**src/rtl/echo_request_input_pkg.sv**
```systemverilog
// Shared EchoRequest pipe definitions: word layout, tag values and field widths.
// The serializer at the far end of the pipe uses the same definitions.
package echo_request_input_pkg;

  localparam int unsigned TAG_W  = 32;
  localparam int unsigned METH_W = 32;
  localparam int unsigned V_W    = 32;
  localparam int unsigned CNT_W  = 16;
  localparam int unsigned DATA_W = TAG_W + METH_W + V_W;

  localparam logic [TAG_W-1:0] ECHO_TAG_SAY  = 32'd1;
  localparam logic [TAG_W-1:0] ECHO_TAG_SAY2 = 32'd2;

  typedef struct packed {
    logic [METH_W-1:0] meth;
    logic [V_W-1:0]    v;
  } echo_say_t;

  typedef struct packed {
    logic [METH_W-1:0] meth;
    logic [V_W-1:0]    v;
  } echo_say2_t;

  typedef union packed {
    echo_say_t  say;
    echo_say2_t say2;
  } echo_req_u;

  // Tag sits in the low bits, method payload above it.
  typedef struct packed {
    echo_req_u        payload;
    logic [TAG_W-1:0] tag;
  } echo_request_data_t;

endpackage

```
**src/rtl/echo_request_input_if.sv**
```systemverilog
// Pipe enqueue, say/say2 call and statistics signals of the EchoRequest receive side.
interface echo_request_input_if;
  import echo_request_input_pkg::*;

  logic              pipe_enq__ENA;
  logic [DATA_W-1:0] pipe_enq_v;
  logic              pipe_enq__RDY;

  logic              say__ENA;
  logic [METH_W-1:0] say_meth;
  logic [V_W-1:0]    say_v;
  logic              say__RDY;

  logic              say2__ENA;
  logic [METH_W-1:0] say2_meth;
  logic [V_W-1:0]    say2_v;
  logic              say2__RDY;

  logic [CNT_W-1:0]  say_count;
  logic [CNT_W-1:0]  say2_count;
  logic [CNT_W-1:0]  bad_tag_count;
  logic [TAG_W-1:0]  last_bad_tag;

  modport slave (
    input  pipe_enq__ENA, pipe_enq_v, say__RDY, say2__RDY,
    output pipe_enq__RDY,
    output say__ENA, say_meth, say_v,
    output say2__ENA, say2_meth, say2_v,
    output say_count, say2_count, bad_tag_count, last_bad_tag
  );

  modport master (
    output pipe_enq__ENA, pipe_enq_v, say__RDY, say2__RDY,
    input  pipe_enq__RDY,
    input  say__ENA, say_meth, say_v,
    input  say2__ENA, say2_meth, say2_v,
    input  say_count, say2_count, bad_tag_count, last_bad_tag
  );

endinterface

```
**src/rtl/echo_pipe_fifo.sv**
```systemverilog
// Generic DEPTH x WIDTH synchronous FIFO, no bypass; head word is read combinationally.
module echo_pipe_fifo #(
  parameter int unsigned DEPTH = 2,
  parameter int unsigned WIDTH = 32
) (
  input  logic             clk,
  input  logic             rst_n,
  input  logic             push,
  input  logic             pop,
  input  logic [WIDTH-1:0] din,
  output logic [WIDTH-1:0] dout,
  output logic             full,
  output logic             empty
);

  localparam int unsigned PTR_W = $clog2(DEPTH);
  localparam int unsigned OCC_W = PTR_W + 1;

  logic [WIDTH-1:0] mem [DEPTH];
  logic [PTR_W-1:0] wptr;
  logic [PTR_W-1:0] rptr;
  logic [OCC_W-1:0] occ;
  logic             do_push;
  logic             do_pop;

  assign full    = (occ == OCC_W'(DEPTH));
  assign empty   = (occ == '0);
  assign do_push = push && !full;
  assign do_pop  = pop && !empty;
  assign dout    = mem[rptr];

  // DEPTH is a power of two, so pointers wrap by natural overflow.
  always_ff @(posedge clk) begin
    if (!rst_n) begin
      wptr <= '0;
      rptr <= '0;
      occ  <= '0;
    end else begin
      if (do_push) wptr <= wptr + PTR_W'(1);
      if (do_pop)  rptr <= rptr + PTR_W'(1);
      if (do_push && !do_pop)      occ <= occ + OCC_W'(1);
      else if (do_pop && !do_push) occ <= occ - OCC_W'(1);
    end
  end

  always_ff @(posedge clk) begin
    if (do_push) mem[wptr] <= din;
  end

endmodule

```
**src/rtl/echo_request_input.sv**
```systemverilog
// EchoRequest pipe receiver: buffers tagged words and replays them as say/say2 calls,
// dropping and counting words with unknown tags.
module echo_request_input
  import echo_request_input_pkg::*;
#(
  parameter int unsigned DEPTH = 2
) (
  input logic                  CLK,
  input logic                  nRST,
  echo_request_input_if.slave  bus
);

  echo_request_data_t head;
  logic [DATA_W-1:0]  head_raw;
  logic               fifo_full;
  logic               fifo_empty;
  logic               push;
  logic               pop;
  logic               head_say;
  logic               head_say2;
  logic               head_bad;
  logic               say_done;
  logic               say2_done;

  logic [CNT_W-1:0]   say_count;
  logic [CNT_W-1:0]   say2_count;
  logic [CNT_W-1:0]   bad_tag_count;
  logic [TAG_W-1:0]   last_bad_tag;

  echo_pipe_fifo #(
    .DEPTH (DEPTH),
    .WIDTH (DATA_W)
  ) u_fifo (
    .clk   (CLK),
    .rst_n (nRST),
    .push  (push),
    .pop   (pop),
    .din   (bus.pipe_enq_v),
    .dout  (head_raw),
    .full  (fifo_full),
    .empty (fifo_empty)
  );

  assign head = echo_request_data_t'(head_raw);

  // Head classification; everything is held off while reset is asserted.
  assign head_say  = nRST && !fifo_empty && (head.tag == ECHO_TAG_SAY);
  assign head_say2 = nRST && !fifo_empty && (head.tag == ECHO_TAG_SAY2);
  assign head_bad  = nRST && !fifo_empty && !head_say && !head_say2;

  assign say_done  = head_say && bus.say__RDY;
  assign say2_done = head_say2 && bus.say2__RDY;
  assign pop       = say_done || say2_done || head_bad;

  assign bus.pipe_enq__RDY = nRST && !fifo_full;
  assign push              = bus.pipe_enq__ENA && bus.pipe_enq__RDY;

  assign bus.say__ENA  = head_say;
  assign bus.say_meth  = head_say ? head.payload.say.meth : '0;
  assign bus.say_v     = head_say ? head.payload.say.v : '0;
  assign bus.say2__ENA = head_say2;
  assign bus.say2_meth = head_say2 ? head.payload.say2.meth : '0;
  assign bus.say2_v    = head_say2 ? head.payload.say2.v : '0;

  // Call counters wrap; the drop counter saturates.
  always_ff @(posedge CLK) begin
    if (!nRST) begin
      say_count     <= '0;
      say2_count    <= '0;
      bad_tag_count <= '0;
      last_bad_tag  <= '0;
    end else begin
      if (say_done)  say_count  <= say_count + CNT_W'(1);
      if (say2_done) say2_count <= say2_count + CNT_W'(1);
      if (head_bad) begin
        last_bad_tag <= head.tag;
        if (bad_tag_count != '1) bad_tag_count <= bad_tag_count + CNT_W'(1);
      end
    end
  end

  assign bus.say_count     = say_count;
  assign bus.say2_count    = say2_count;
  assign bus.bad_tag_count = bad_tag_count;
  assign bus.last_bad_tag  = last_bad_tag;

endmodule
```
**src/flat_wrapper.sv**
```systemverilog
// flat-port wrapper written by rule: the top's interface ports become plain ports
module echo_request_input_flat import echo_request_input_pkg::*;
#(
  parameter int unsigned DEPTH = 2
)
  (CLK, nRST, bus_pipe_enq__ENA, bus_pipe_enq_v, bus_say__RDY, bus_say2__RDY, bus_pipe_enq__RDY, bus_say__ENA, bus_say_meth, bus_say_v, bus_say2__ENA, bus_say2_meth, bus_say2_v, bus_say_count, bus_say2_count, bus_bad_tag_count, bus_last_bad_tag);
  echo_request_input_if bus_i ();
  input logic CLK;
  input logic nRST;
  input wire logic [$bits(bus_i.pipe_enq__ENA)-1:0] bus_pipe_enq__ENA;
  input wire logic [$bits(bus_i.pipe_enq_v)-1:0] bus_pipe_enq_v;
  input wire logic [$bits(bus_i.say__RDY)-1:0] bus_say__RDY;
  input wire logic [$bits(bus_i.say2__RDY)-1:0] bus_say2__RDY;
  output wire logic [$bits(bus_i.pipe_enq__RDY)-1:0] bus_pipe_enq__RDY;
  output wire logic [$bits(bus_i.say__ENA)-1:0] bus_say__ENA;
  output wire logic [$bits(bus_i.say_meth)-1:0] bus_say_meth;
  output wire logic [$bits(bus_i.say_v)-1:0] bus_say_v;
  output wire logic [$bits(bus_i.say2__ENA)-1:0] bus_say2__ENA;
  output wire logic [$bits(bus_i.say2_meth)-1:0] bus_say2_meth;
  output wire logic [$bits(bus_i.say2_v)-1:0] bus_say2_v;
  output wire logic [$bits(bus_i.say_count)-1:0] bus_say_count;
  output wire logic [$bits(bus_i.say2_count)-1:0] bus_say2_count;
  output wire logic [$bits(bus_i.bad_tag_count)-1:0] bus_bad_tag_count;
  output wire logic [$bits(bus_i.last_bad_tag)-1:0] bus_last_bad_tag;
  assign bus_i.pipe_enq__ENA = bus_pipe_enq__ENA;
  assign bus_i.pipe_enq_v = bus_pipe_enq_v;
  assign bus_i.say__RDY = bus_say__RDY;
  assign bus_i.say2__RDY = bus_say2__RDY;
  assign bus_pipe_enq__RDY = bus_i.pipe_enq__RDY;
  assign bus_say__ENA = bus_i.say__ENA;
  assign bus_say_meth = bus_i.say_meth;
  assign bus_say_v = bus_i.say_v;
  assign bus_say2__ENA = bus_i.say2__ENA;
  assign bus_say2_meth = bus_i.say2_meth;
  assign bus_say2_v = bus_i.say2_v;
  assign bus_say_count = bus_i.say_count;
  assign bus_say2_count = bus_i.say2_count;
  assign bus_bad_tag_count = bus_i.bad_tag_count;
  assign bus_last_bad_tag = bus_i.last_bad_tag;
  echo_request_input #(.DEPTH(DEPTH)) u_core (.CLK(CLK), .nRST(nRST), .bus(bus_i));
endmodule
```
**config.mk**
```make
export PLATFORM = sky130hd
export DESIGN_NAME = echo_request_input_flat
export DESIGN_NICKNAME = d
export VERILOG_FILES = /design/src/rtl/echo_request_input_pkg.sv /design/src/rtl/echo_request_input_if.sv /design/src/rtl/echo_pipe_fifo.sv /design/src/rtl/echo_request_input.sv /design/src/flat_wrapper.sv
export SDC_FILE = /design/constraint.sdc
export NUM_CORES = 1
export LEC_CHECK = 0
export ABC_AREA = 1
export CAP_MARGIN = 20
export CORE_UTILIZATION = 53
export CTS_CLUSTER_SIZE = 30
export DETAILED_ROUTE_END_ITERATION = 6
export PLACE_DENSITY = 0.88
export SYNTH_ARGS = -nofsm -noshare
export SYNTH_HDL_FRONTEND = slang
export SYNTH_SLANG_ARGS = --single-unit
```
**constraint.sdc**
```tcl
create_clock -name CLK -period 17.7 [get_ports CLK]
set_input_delay 4.425 -clock CLK [delete_from_list [all_inputs] [get_ports CLK]]
set_output_delay 4.425 -clock CLK [all_outputs]
set_load 0.005 [all_outputs]
```
==> flow_summary.json <==
{
  "outcome": "complete, no violations",
  "fillers": 1419,
  "start_util": 0.5383,
  "rsz0062_at_grt": "false",
  "cts.sinks": 277,
  "holdPathEnd": "u_core.bus.last_bad_tag[12]$_SDFFE_PN0P_",
  "syn_to_final_growth_pct": 35.97,
  "utilization": 0.7319,
  "gp_congestion": 0.8984,
  "cts_buffer_depth": 3,
  "max_freq_mhz": 85.28,
  "power.leakage_nw": 5.673,
  "fin_cells": 1733,
  "clock_skew_ps": 24.82,
  "drc": 0,
  "synth-edff-count": 192,
  "viasPerCell": 5.198,
  "drt_wl_total_mm": 29.04,
  "synth_cell_types": 34,
  "port_buffers": 311,
  "dpl_cell_area_sq_um": 14970,
  "hold_buffers": 0,
  "final_common_cell": "clkdlybuf4s50_1",
  "vias": 9009,
  "cts_root_buffer": "clkbuf_16",
  "grt_overflow": 0,
  "fin_crit_sh": 0.6625,
  "cp.arrival_ps": 7300,
  "synth_cells": 1132,
  "finalHoldViolCount": 0,
  "wl_per_cell_microns": 16.76,
  "hold_class": "flop to flop",
  "total_power_mw": 1.669,
  "setup_viol": 0,
  "timing.rr.end": "u_core.u_fifo.occ[1]$_SDFFE_PN0P_",
  "regArea_sq_um": 7471,
  "period_needed_ps": 11730,
  "dieWidth_microns": 150.7,
  "grt_pass1_vias": 8487,
  "whs_path_depth": 2,
  "cts_buffers": 28,
  "syn_nets": 1237,
  "drive_gt1_frac": 0.04821,
  "synthAdderAreaFrac": 0.004274,
  "synthesis.area_sq_um": 11710,
  "final_cell_mix": "clkdlybuf4s50_1, nand2_1, edfxtp_1",
  "core-area_sq_um": 21760,
  "die-area_sq_um": 22700,
  "yosys.area_share.simple": 0.1809,
  "worst_slack_ps": 5974,
  "yosysWarnings": 0,
  "clock_latency_ps": 550,
  "grt_start_max_net_pins": 71,
  "place_ws_ps": 6021,
  "dp_cells": 1680,
  "async_flop_share": 0,
  "synth_top_family_by_area": "simple AND/OR/NAND/NOR gates",
  "cts_resized": 0,
  "ys_seq_elements": 277,
  "synth_xor_xnor_area_share": 0.02543,
  "slew_viol_final": 0,
  "setup.worst_path.class": "input pin to output port",
  "multi_input_area_sq_um": 3660,
  "cts_setup_buffers": 0,
  "fin_nets": 1536,
  "cp-end-kind": "output port",
  "cts_tree": "done",
  "maxCapViolCount": 0,
  "timing.hold.ws_ps": 464.7,
  "p_per_area_nw_per_um2": 104.8,
  "firstDrtPassIters": 4,
  "track_usage": 0.2497,
  "rrSetupSlack_ps": 13150,
  "fin_tns_setup_ps": 0,
  "dp_hpwl_mm": 19.55,
  "synth_compound_area_frac": 0.04594,
  "postRouteAntennaNets": 0,
  "r2r_cells": 17,
  "design_area_sq_um": 15920,
  "slew_headroom": 0.3502,
  "synth_mux_area_frac": 0.05470,
  "first_iter_violations": 463,
  "seq_area_frac_synth": 0.6376,
  "critPathRequiredTime_ps": 13280,
  "rows": 54,
  "io-pin-count": 312,
  "min-delay-start": "u_core.bus.last_bad_tag[12]$_SDFFE_PN0P_",
  "irDropWorstVdd_v": 0.00008129,
  "cts_max_level": 1,
  "antenna_found_initial": 2,
  "synthFlopType": "edfxtp_1",
  "worstMarginPinSlew_ps": 972.4,
  "clk_pin_slew_worst_paths_ps": 60,
  "grt_pass1_wl_mm": 43.62,
  "die_height_microns": 150.7,
  "start_kind": "input pin",
  "syn_area_per_cell_sq_um": 10.35,
  "cp_max_fo": 65
}
## worst max path at each step
stage	from	endpoint	slack [ps]	cells after the start
final	nRST	bus_say2_meth[11]	5970	9
after floorplan	nRST	bus_say2_meth[0]	7820	8
after CTS	nRST	bus_say2_meth[11]	6000	9
after detailed placement	nRST	bus_say2_v[18]	6020	9
after global routing	nRST	bus_say2_meth[2]	5850	9
after global placement	nRST	bus_say2_meth[22]	6200	9
## layout make-up
cell class / count / share of cell area
Timing Repair Buffer: 318 / 0.1996
Sequential cell: 277 / 0.4692
Clock buffer: 37 / 0.04738
Tap cell: 280 / 0.02200
Multi-Input combinational cell: 718 / 0.2298
Clock inverter: 14 / 0.01116
Antenna cell: 1 / 0.0001571
Inverter: 88 / 0.02074
## power breakdown
group / switching [mW] / total (mW) / internal [mW]
combinational: 0.168 / 0.285 / 0.117
sequential: 0.0338 / 0.786 / 0.752
clock: 0.241 / 0.598 / 0.357
total: 0.443 / 1.67 / 1.23
## state kept, by name, indices dropped and copies added (netlist names), named ones only
name,flops
u_core.bus.bad_tag_count,16
u_core.bus.last_bad_tag,32
u_core.bus.say2_count,16
u_core.bus.say_count,16
u_core.u_fifo.mem,192
u_core.u_fifo.occ,2
u_core.u_fifo.rptr,1
u_core.u_fifo.wptr,1
## critical path, stage by stage
cell	delay, ps
clkdlybuf4s50_1	880
o21ai_0	350
nor2_1	170
nand3_1	100
nor2_2	140
nand2_2	120
buf_4	320
nor2_1	220
clkdlybuf4s50_1	530
## Yosys cell counts, types with 8 or more instances
cell type,n,share of area
nand2_1,223,0.071
edfxtp_1,192,0.49
nor2_1,182,0.058
dfxtp_1,85,0.15
inv_1,84,0.027
a21oi_1,78,0.033
mux2i_1,64,0.055
nand3_1,51,0.022
o21ai_0,26,0.011
xor2_1,22,0.016
clkbuf_1,16,0.0051
nor3_1,14,0.0060
xnor2_1,12,0.0090
buf_1,11,0.0035
buf_2,11,0.0047
nand4_1,10,0.0053
buf_6,8,0.0077
or2_1,8,0.0043
## layer usage
layer | wire length (microns) | global-route usage
met5 | 13 | 0
met2 | 14750 | 0.4477
met1 | 11160 | 0.2905
met4 | 1218 | 0.1030
met3 | 1899 | 0.05030
## kinds of logic (layout without fill, tap and decap cells)
logic type | Yosys count | after routing
AOI/OAI and AO/OA | 107 | 107
buffers and inverters | 137 | 457
DFF | 277 | 277
muxes | 64 | 64
other | 0 | 1
adders and majority gates | 4 | 4
xor gates and xnor gates | 34 | 34
and+or+nand+nor | 509 | 509
No activity file was read; power rests on OpenSTA's default activity.
